## src/rtl/instr_queue_pkg.sv

```systemverilog
// instr_queue_pkg: shared processor types and sizes for the instruction queue.
package instr_queue_pkg;
    localparam int XLEN = 32;
    localparam int IQ_DEPTH = 8;
    typedef struct packed {
        logic [XLEN-1:0] instr;
        logic [XLEN-1:0] pc;
    } iq_entry_t;
endpackage

```

## src/rtl/instr_queue_if.sv

```systemverilog
// instr_queue_if: fetch-push and issue-pop handshake bundle of the instruction queue.
interface instr_queue_if #(parameter int XLEN = instr_queue_pkg::XLEN);
    logic            push_valid;
    logic [XLEN-1:0] push_instr;
    logic [XLEN-1:0] push_pc;
    logic            push_ready;
    logic            issue_ready;
    logic            head_valid;
    logic [XLEN-1:0] head_instr;
    logic [XLEN-1:0] head_pc;
    modport slave (
        input  push_valid, push_instr, push_pc, issue_ready,
        output push_ready, head_valid, head_instr, head_pc
    );
    modport master (
        output push_valid, push_instr, push_pc, issue_ready,
        input  push_ready, head_valid, head_instr, head_pc
    );
endinterface

```

## src/rtl/instr_queue.sv

```systemverilog
// instr_queue: show-ahead circular instruction queue between fetch and decode/issue.
module instr_queue #(
    parameter int DEPTH = instr_queue_pkg::IQ_DEPTH,
    parameter int XLEN = instr_queue_pkg::XLEN,
    localparam int PW = $clog2(DEPTH)
) (
    input  logic                 clk,
    input  logic                 rst_n,
    input  logic                 flush,
    instr_queue_if.slave         q,
    output logic [PW:0]          count,
    output logic                 full,
    output logic                 empty
);
    import instr_queue_pkg::*;
    iq_entry_t      mem_q [DEPTH];
    logic [PW-1:0]  rd_ptr_q, rd_ptr_d, wr_ptr_q, wr_ptr_d;
    logic [PW:0]    count_q, count_d;
    logic           push_acc, pop_acc, wr_en;
    always_comb begin
        full     = count_q == (PW+1)'(DEPTH);
        empty    = count_q == '0;
        push_acc = q.push_valid && !full;
        pop_acc  = q.issue_ready && !empty;
        wr_en    = push_acc && !flush;
        wr_ptr_d = flush ? '0 : push_acc ? wr_ptr_q + 1'b1 : wr_ptr_q;
        rd_ptr_d = flush ? '0 : pop_acc ? rd_ptr_q + 1'b1 : rd_ptr_q;
        count_d  = flush ? '0 : count_q + (PW+1)'(push_acc) - (PW+1)'(pop_acc);
    end
    always_ff @(posedge clk or negedge rst_n) begin
        if (!rst_n) begin
            rd_ptr_q <= '0;
            wr_ptr_q <= '0;
            count_q  <= '0;
        end else begin
            rd_ptr_q <= rd_ptr_d;
            wr_ptr_q <= wr_ptr_d;
            count_q  <= count_d;
        end
    end
    // storage is left unreset; validity is tracked solely by the pointers and count
    always_ff @(posedge clk) begin
        if (wr_en) mem_q[wr_ptr_q] <= '{instr: q.push_instr, pc: q.push_pc};
    end
    assign count        = count_q;
    assign q.push_ready = !full;
    assign q.head_valid = !empty;
    assign q.head_instr = empty ? '0 : mem_q[rd_ptr_q].instr;
    assign q.head_pc    = empty ? '0 : mem_q[rd_ptr_q].pc;
endmodule
```

## src/flat_wrapper.sv

```systemverilog
// flat-port wrapper written by rule: the top's interface ports become plain ports
module instr_queue_flat import instr_queue_pkg::*;
#(
    parameter int DEPTH = instr_queue_pkg::IQ_DEPTH,
    parameter int XLEN = instr_queue_pkg::XLEN,
    localparam int PW = $clog2(DEPTH)
)
  (clk, rst_n, flush, count, full, empty, q_push_valid, q_push_instr, q_push_pc, q_issue_ready, q_push_ready, q_head_valid, q_head_instr, q_head_pc);
  instr_queue_if #(.XLEN(XLEN)) q_i ();
  input  logic clk;
  input  logic rst_n;
  input  logic flush;
  output logic [PW:0] count;
  output logic full;
  output logic empty;
  input wire logic [$bits(q_i.push_valid)-1:0] q_push_valid;
  input wire logic [$bits(q_i.push_instr)-1:0] q_push_instr;
  input wire logic [$bits(q_i.push_pc)-1:0] q_push_pc;
  input wire logic [$bits(q_i.issue_ready)-1:0] q_issue_ready;
  output wire logic [$bits(q_i.push_ready)-1:0] q_push_ready;
  output wire logic [$bits(q_i.head_valid)-1:0] q_head_valid;
  output wire logic [$bits(q_i.head_instr)-1:0] q_head_instr;
  output wire logic [$bits(q_i.head_pc)-1:0] q_head_pc;
  assign q_i.push_valid = q_push_valid;
  assign q_i.push_instr = q_push_instr;
  assign q_i.push_pc = q_push_pc;
  assign q_i.issue_ready = q_issue_ready;
  assign q_push_ready = q_i.push_ready;
  assign q_head_valid = q_i.head_valid;
  assign q_head_instr = q_i.head_instr;
  assign q_head_pc = q_i.head_pc;
  instr_queue #(.DEPTH(DEPTH), .XLEN(XLEN)) u_core (.clk(clk), .rst_n(rst_n), .flush(flush), .q(q_i), .count(count), .full(full), .empty(empty));
endmodule
```

## config.mk

```make
export PLATFORM = sky130hd
export DESIGN_NAME = instr_queue_flat
export DESIGN_NICKNAME = d
export VERILOG_FILES = /design/src/rtl/instr_queue_pkg.sv /design/src/rtl/instr_queue_if.sv /design/src/rtl/instr_queue.sv /design/src/flat_wrapper.sv
export SDC_FILE = /design/constraint.sdc
export NUM_CORES = 1
export LEC_CHECK = 0
export CAP_MARGIN = 40
export CORE_UTILIZATION = 61
export CTS_BUF_LIST = sky130_fd_sc_hd__clkbuf_4 sky130_fd_sc_hd__clkbuf_8
export DETAILED_ROUTE_END_ITERATION = 10
export PLACE_DENSITY_LB_ADDON = 0.3
export RECOVER_POWER = 100
export SLEW_MARGIN = 25
export SYNTH_ARGS = -nofsm -noshare
export SYNTH_HDL_FRONTEND = slang
export SYNTH_SLANG_ARGS = --single-unit
```

## constraint.sdc

```tcl
create_clock -name clk -period 7.6 [get_ports clk]
set_input_delay 1.52 -clock clk [delete_from_list [all_inputs] [get_ports clk]]
set_output_delay 1.52 -clock clk [all_outputs]
set_load 0.02 [all_outputs]
```

Yosys cells after proc, flatten, opt, wreduce, memory -nomap -nowiden
Memory sizes are Yosys's and may differ from the RTL's. Index checks and enable logic that the tools add are counted.

Word-level logic and storage cells: 27. Output and inout bits: 72. Bits of input ports: 69. Memory bits (writable): 512. Memories: 1. Bits in registers: 10.

$add $sub $neg: 4. Equal/unequal tests: 1. Muxes and demuxes: 9. Reductions and logical operators: 9.

Memory list: u_core.mem_q (words 8, bits a word 64, rd ports 1, clocked after Yosys merged registers in 0, write ports 1, RTL line instr_queue.sv:16) `iq_entry_t mem_q [DEPTH];`.

Operators by type and width (number): $mux W32 (2); $mux W3 (4); $add A3 B1 Y3 const B (2); $add A4 B1 Y4 (1); $eq A4 B4 Y1 const B (1); $logic_not A4 Y1 (1); $mux W4 (1); $reduce_bool A2 Y1 (2); $sub A4 B1 Y4 (1); $logic_and A1 B1 Y1 (3); $logic_not A1 Y1 (3); $mux W1 (2).

Longest topological paths before layout
Depth after elaboration: 6. Mapped depth: 11. Mapped depth without buffers: 11.

Worst setup path after synthesis
OpenSTA, ideal clock, no wires.

Kind: input to register. From: input flush. To: memory u_core.mem_q[0][0] in the netlist's numbering, enable pin. Setup time: 0.565 ns. Path slack: 0.560 ns. Required time: 7.035 ns. Buffers on the path: 0. Arrival: 6.475 ns. Stages: 2. Path through: or4_1 nor3_1.

Cells in the longest elaborated chain, start to end: 4.

RTL lines: start: declaration (RTL line flat_wrapper.sv:12) `input logic flush;`; $logic_not A1 Y1 (RTL line instr_queue.sv:25) `wr_en = push_acc && !flush;`; $logic_and A1 B1 Y1 (RTL line instr_queue.sv:25); $mux W1 (RTL line instr_queue.sv:43) `if (wr_en) mem_q[wr_ptr_q] <= '{instr: q.push_instr, pc: q.push_pc};`; $mux W1 (not written as such) (RTL line instr_queue.sv:43); end: declaration (RTL line instr_queue.sv:16).

Every way passes these cells.

Worst setup path in the final report
From: register u_core.rd_ptr_q[1]. To: output q_head_instr[6].

Cells in the longest elaborated chain, start to end: 2.

RTL lines: start: declaration (RTL line instr_queue.sv:17) `logic [PW-1:0] rd_ptr_q, rd_ptr_d, wr_ptr_q, wr_ptr_d;`; start signal: assignment (RTL line instr_queue.sv:36) `rd_ptr_q <= rd_ptr_d;`; $mem_v2 Z8 W64; $mux W32 (RTL line instr_queue.sv:48) `assign q.head_instr = empty ? '0 : mem_q[rd_ptr_q].instr;`; end: declaration (RTL line flat_wrapper.sv:22) `output wire logic [$bits(q_i.head_instr)-1:0] q_head_instr;`.

Every way passes these cells.

==> out/qor.yml <==
critical_path:
  critical_path.endpoint_type: "output pin"
  criticalPathCategory: "register to output pin"
  critPathMaxFanout: 44
  worst_setup_startpoint: "u_core.rd_ptr_q[1]"
  critPathRequiredTime_ps: 6080
  worst_ep_arrival_time_ps: 4570
  timing.reg2reg.worst_path_depth: 7
  r2r_start: "u_core.count[2]"
  regToRegEndpoint: "u_core.mem_q[7][35]"
  worst_setup_path_start_kind: "register"
  critical_path.endpoint: "q_head_instr[6]"
  rrSetupSlack_ps: 2460
routing:
  routed_met3_length_microns: 2380
  drt_first_iter_violations: 831
  met2_wirelength_microns: 19100
  route.detailed.drc: 0
  drt_pre_antenna_iters: 5
  route.antenna.remaining_nets: 0
  met1Wirelength_microns: 15400
  routed.top_layer: "met5"
  post_drt_via_cell_ratio: 6.21
  drt_wl_total_microns: 37600
  route.vias.total: 9286
  detail_route.wl_per_cell_microns: 25.1
clocking:
  clockBufferDepth: 3
  cts.htree.levels: 3
  clkLatencyLatePin_ps: 590
  cts_tree: "yes"
  clock_transition_at_the_registers_of_the_reported_paths_ps: 60
  cts_hold_fix_bufs: 0
  cts_root_buf: "sky130_fd_sc_hd__clkbuf_8"
  numClockSinks: 522
  ctsResizeCount: 0
  post_cts.repair.setup_buffers: 0
  cts-buffers-inserted: 80
sta:
  setup_repair_after_global_routing_missed_its_margin: "no"
  timing.clock.skew_ps: 19.7
  final_max_slew_viol_count: 412
  timing_worst_slew_pin_value_ps: 2330
  finalSetupViolCount: 0
  period_share_pct: 80.1
  timing.final.ws_setup_ps: 1510
  max_slew_margin_pct: -55.6
  final_hold_viols: 0
  timing.setup.tns_ps: 0
  timing.fmax_ghz: 0.164
  final_period_minus_worst_setup_slack_ps: 6090
power_and_ir_drop:
  comb_power_share_pct: 23.3
  power.density_cell_area_nw_per_um2: 316
  sw_frac_of_total_pct: 26.9
  power.switching_mw: 1.99
  internal_power_mw: 5.39
  p_leak_nw: 7.54
  pwr-share-clk_pct: 31.7
  max-vdd-ir-drop_mv: 0.257
  total_chip_power_mw: 7.38
  seq_power_share_pct: 44.9
finish:
  ratio_of_cells_with_drive_above_1_in_the_final_layout_pct: 24.7
  finalNetCount: 1106
  non_filler_cell_area_final_sq_um: 23300
  finalNonFillerCells: 1495
  number_of_fill_cells: 1743
  syn2layout_area_growth_pct: 18.2
place:
  gpl.final_weighted_congestion: 0.724
  post-dp-hpwl_microns: 21200
  number_of_buffers_added_on_ports: 140
  dp_worst_setup_slack_ps: 2900
  placedInstanceArea_sq_um: 21800
  placedCellCount: 1347
synth:
  syn-num-nets: 902
  ff_latch_count_synth: 522
  syn_inst: 824
  ys_seq_area_share_pct: 79.2
  synthDistinctLibCells: 32
  area_of_the_mapped_netlist_sq_um: 19700
  synth.avg_cell_area_sq_um: 23.9
  yosysWarnings: 0
global_routing:
  antenna_found_initial: 7
  grt_start_max_net_pins: 118
  grt_use_total_pct: 23.5
  grt_first_pass_wirelength_microns: 56900
  global_route.overflow_total: 0
  grt_pass1_vias: 9797
run_status:
  failed_checks: "capacitance limit, slew limit"
  run_status: "finished with violations"
floorplan:
  core_area_sq_um: 31700
  die_h_microns: 182
  die-area_sq_um: 33100
  pin_count: 141
  core.rowCount: 65
  fp.dieW_microns: 182
  initial_utilization_pct: 62.2
hold_path:
  worstHoldPathType: "register to register"
flow_run:
  number_of_max_capacitance_violations_reported: 14
-- flip-flops by register name, summed over array words and instances, names as in the netlist --
name	flops
u_core.wr_ptr_q	3
u_core.mem_q	512
u_core.rd_ptr_q	3
u_core.count	4
-- cell usage after synthesis (all sizes together) --
cell	instances	area, sq um
a22o	64	561
dfrtp	10	250
nand2b	1	6.26
nor2	14	57.6
nor2b	3	18.8
nor3	2	10.0
a21o	1	7.51
or4	1	7.51
a311oi	2	17.5
a31o	2	17.5
or3	2	12.5
nand3	2	10.0
edfxtp	512	15400
nand4b	1	8.76
mux2	1	11.3
o21ai	4	20.0
nand2	2	7.51
ha	8	100
fa	1	20.0
or3b	2	17.5
mux4	128	2880
a21oi	5	25.0
clkbuf	21	78.8
inv	12	45.1
xnor2	1	8.76
buf	22	150
-- placed cells by master, fill, tap and decap left out, types with 3 or more instances in the layout --
cell type                           n
sky130_fd_sc_hd__edfxtp_1         512
sky130_fd_sc_hd__inv_1             10
sky130_fd_sc_hd__a22o_1            64
sky130_fd_sc_hd__mux4_2           128
sky130_fd_sc_hd__dlygate4sd3_1    137
sky130_fd_sc_hd__ha_1               8
sky130_fd_sc_hd__clkbuf_4          26
sky130_fd_sc_hd__nor2_1            11
sky130_fd_sc_hd__clkbuf_8          81
sky130_fd_sc_hd__diode_2            3
sky130_fd_sc_hd__inv_8              3
sky130_fd_sc_hd__clkinv_1          22
sky130_fd_sc_hd__nor2_4             3
sky130_fd_sc_hd__dfrtp_1            8
sky130_fd_sc_hd__buf_4              3
sky130_fd_sc_hd__o21ai_0            4
sky130_fd_sc_hd__nor2b_1            3
sky130_fd_sc_hd__bufinv_16          5
sky130_fd_sc_hd__clkinv_2           3
sky130_fd_sc_hd__buf_16             4
sky130_fd_sc_hd__clkdlybuf4s50_1    3
sky130_fd_sc_hd__clkbuf_1          15
sky130_fd_sc_hd__a21oi_1            5
-- how the worst min path moves through the flow --
stage,slack (ps),depth (start not counted),startpoint,to
2_1_floorplan,560,2,u_core.wr_ptr_q[0],u_core.wr_ptr_q[0]
3_3_place_gp,590,2,u_core.wr_ptr_q[0],u_core.wr_ptr_q[0]
3_5_place_dp,590,2,u_core.wr_ptr_q[0],u_core.wr_ptr_q[0]
4_1_cts,600,2,u_core.wr_ptr_q[0],u_core.wr_ptr_q[0]
5_1_grt,640,2,u_core.wr_ptr_q[0],u_core.wr_ptr_q[0]
6_report,600,2,u_core.wr_ptr_q[0],u_core.wr_ptr_q[0]
-- metrics by stage --
stage	util, %	hold WS, ps
2_1_floorplan	-	558
3_3_place_gp	68.2	587
3_5_place_dp	68.7	591
4_1_cts	73.8	600
5_1_grt	73.5	641
6_report	73.5	601
-- critical path, stage by stage (launching register included) --
cell and delay (ps):
sky130_fd_sc_hd__dfrtp_4 850, sky130_fd_sc_hd__clkbuf_1 1700, sky130_fd_sc_hd__mux4_2 470, sky130_fd_sc_hd__a22o_1 290, sky130_fd_sc_hd__dlygate4sd3_1 660
-- layout make-up --
cell class                      count  area, sq um  area share (%)
Clock inverter                     37          329            1.41
Antenna cell                        3         7.51          0.0322
Sequential cell                   522        15600            67.1
Inverter                           12         45.0           0.193
Timing Repair Buffer              165         1640            7.02
Clock buffer                      107         1310            5.62
Multi-Input combinational cell    247         3840            16.5
Tap cell                          402          503            2.16
-- power by group through the flow --
stage          Combinational (mW)  Clock (mW)  Sequential (mW)
2_1_floorplan                1.13           0             3.35
3_3_place_gp                 1.79           0             3.37
3_5_place_dp                 1.82           0             3.37
4_1_cts                      1.83        2.38             3.31
5_1_grt                      1.83        2.51             3.32
6_report                     1.72        2.34             3.31
-- metal layers --
metal	track usage, %	up-vias
met2	37.7	362
li1	-	3981
met1	32.6	4867
met3	5.48	68
met4	7.46	8
met5	0	-
-- cells by family after synthesis --
| kind of cell | Yosys count | share of synthesized area [%] |
|---|---|---|
| xor+xnor | 1 | 0.0444 |
| simple gates | 30 | 0.793 |
| compound gates | 78 | 3.29 |
| mux | 129 | 14.7 |
| flops | 522 | 79.2 |
| fa+ha+maj | 9 | 0.609 |
| buf+inv | 55 | 1.39 |
Note: power is estimated with default switching activity, not from simulation.
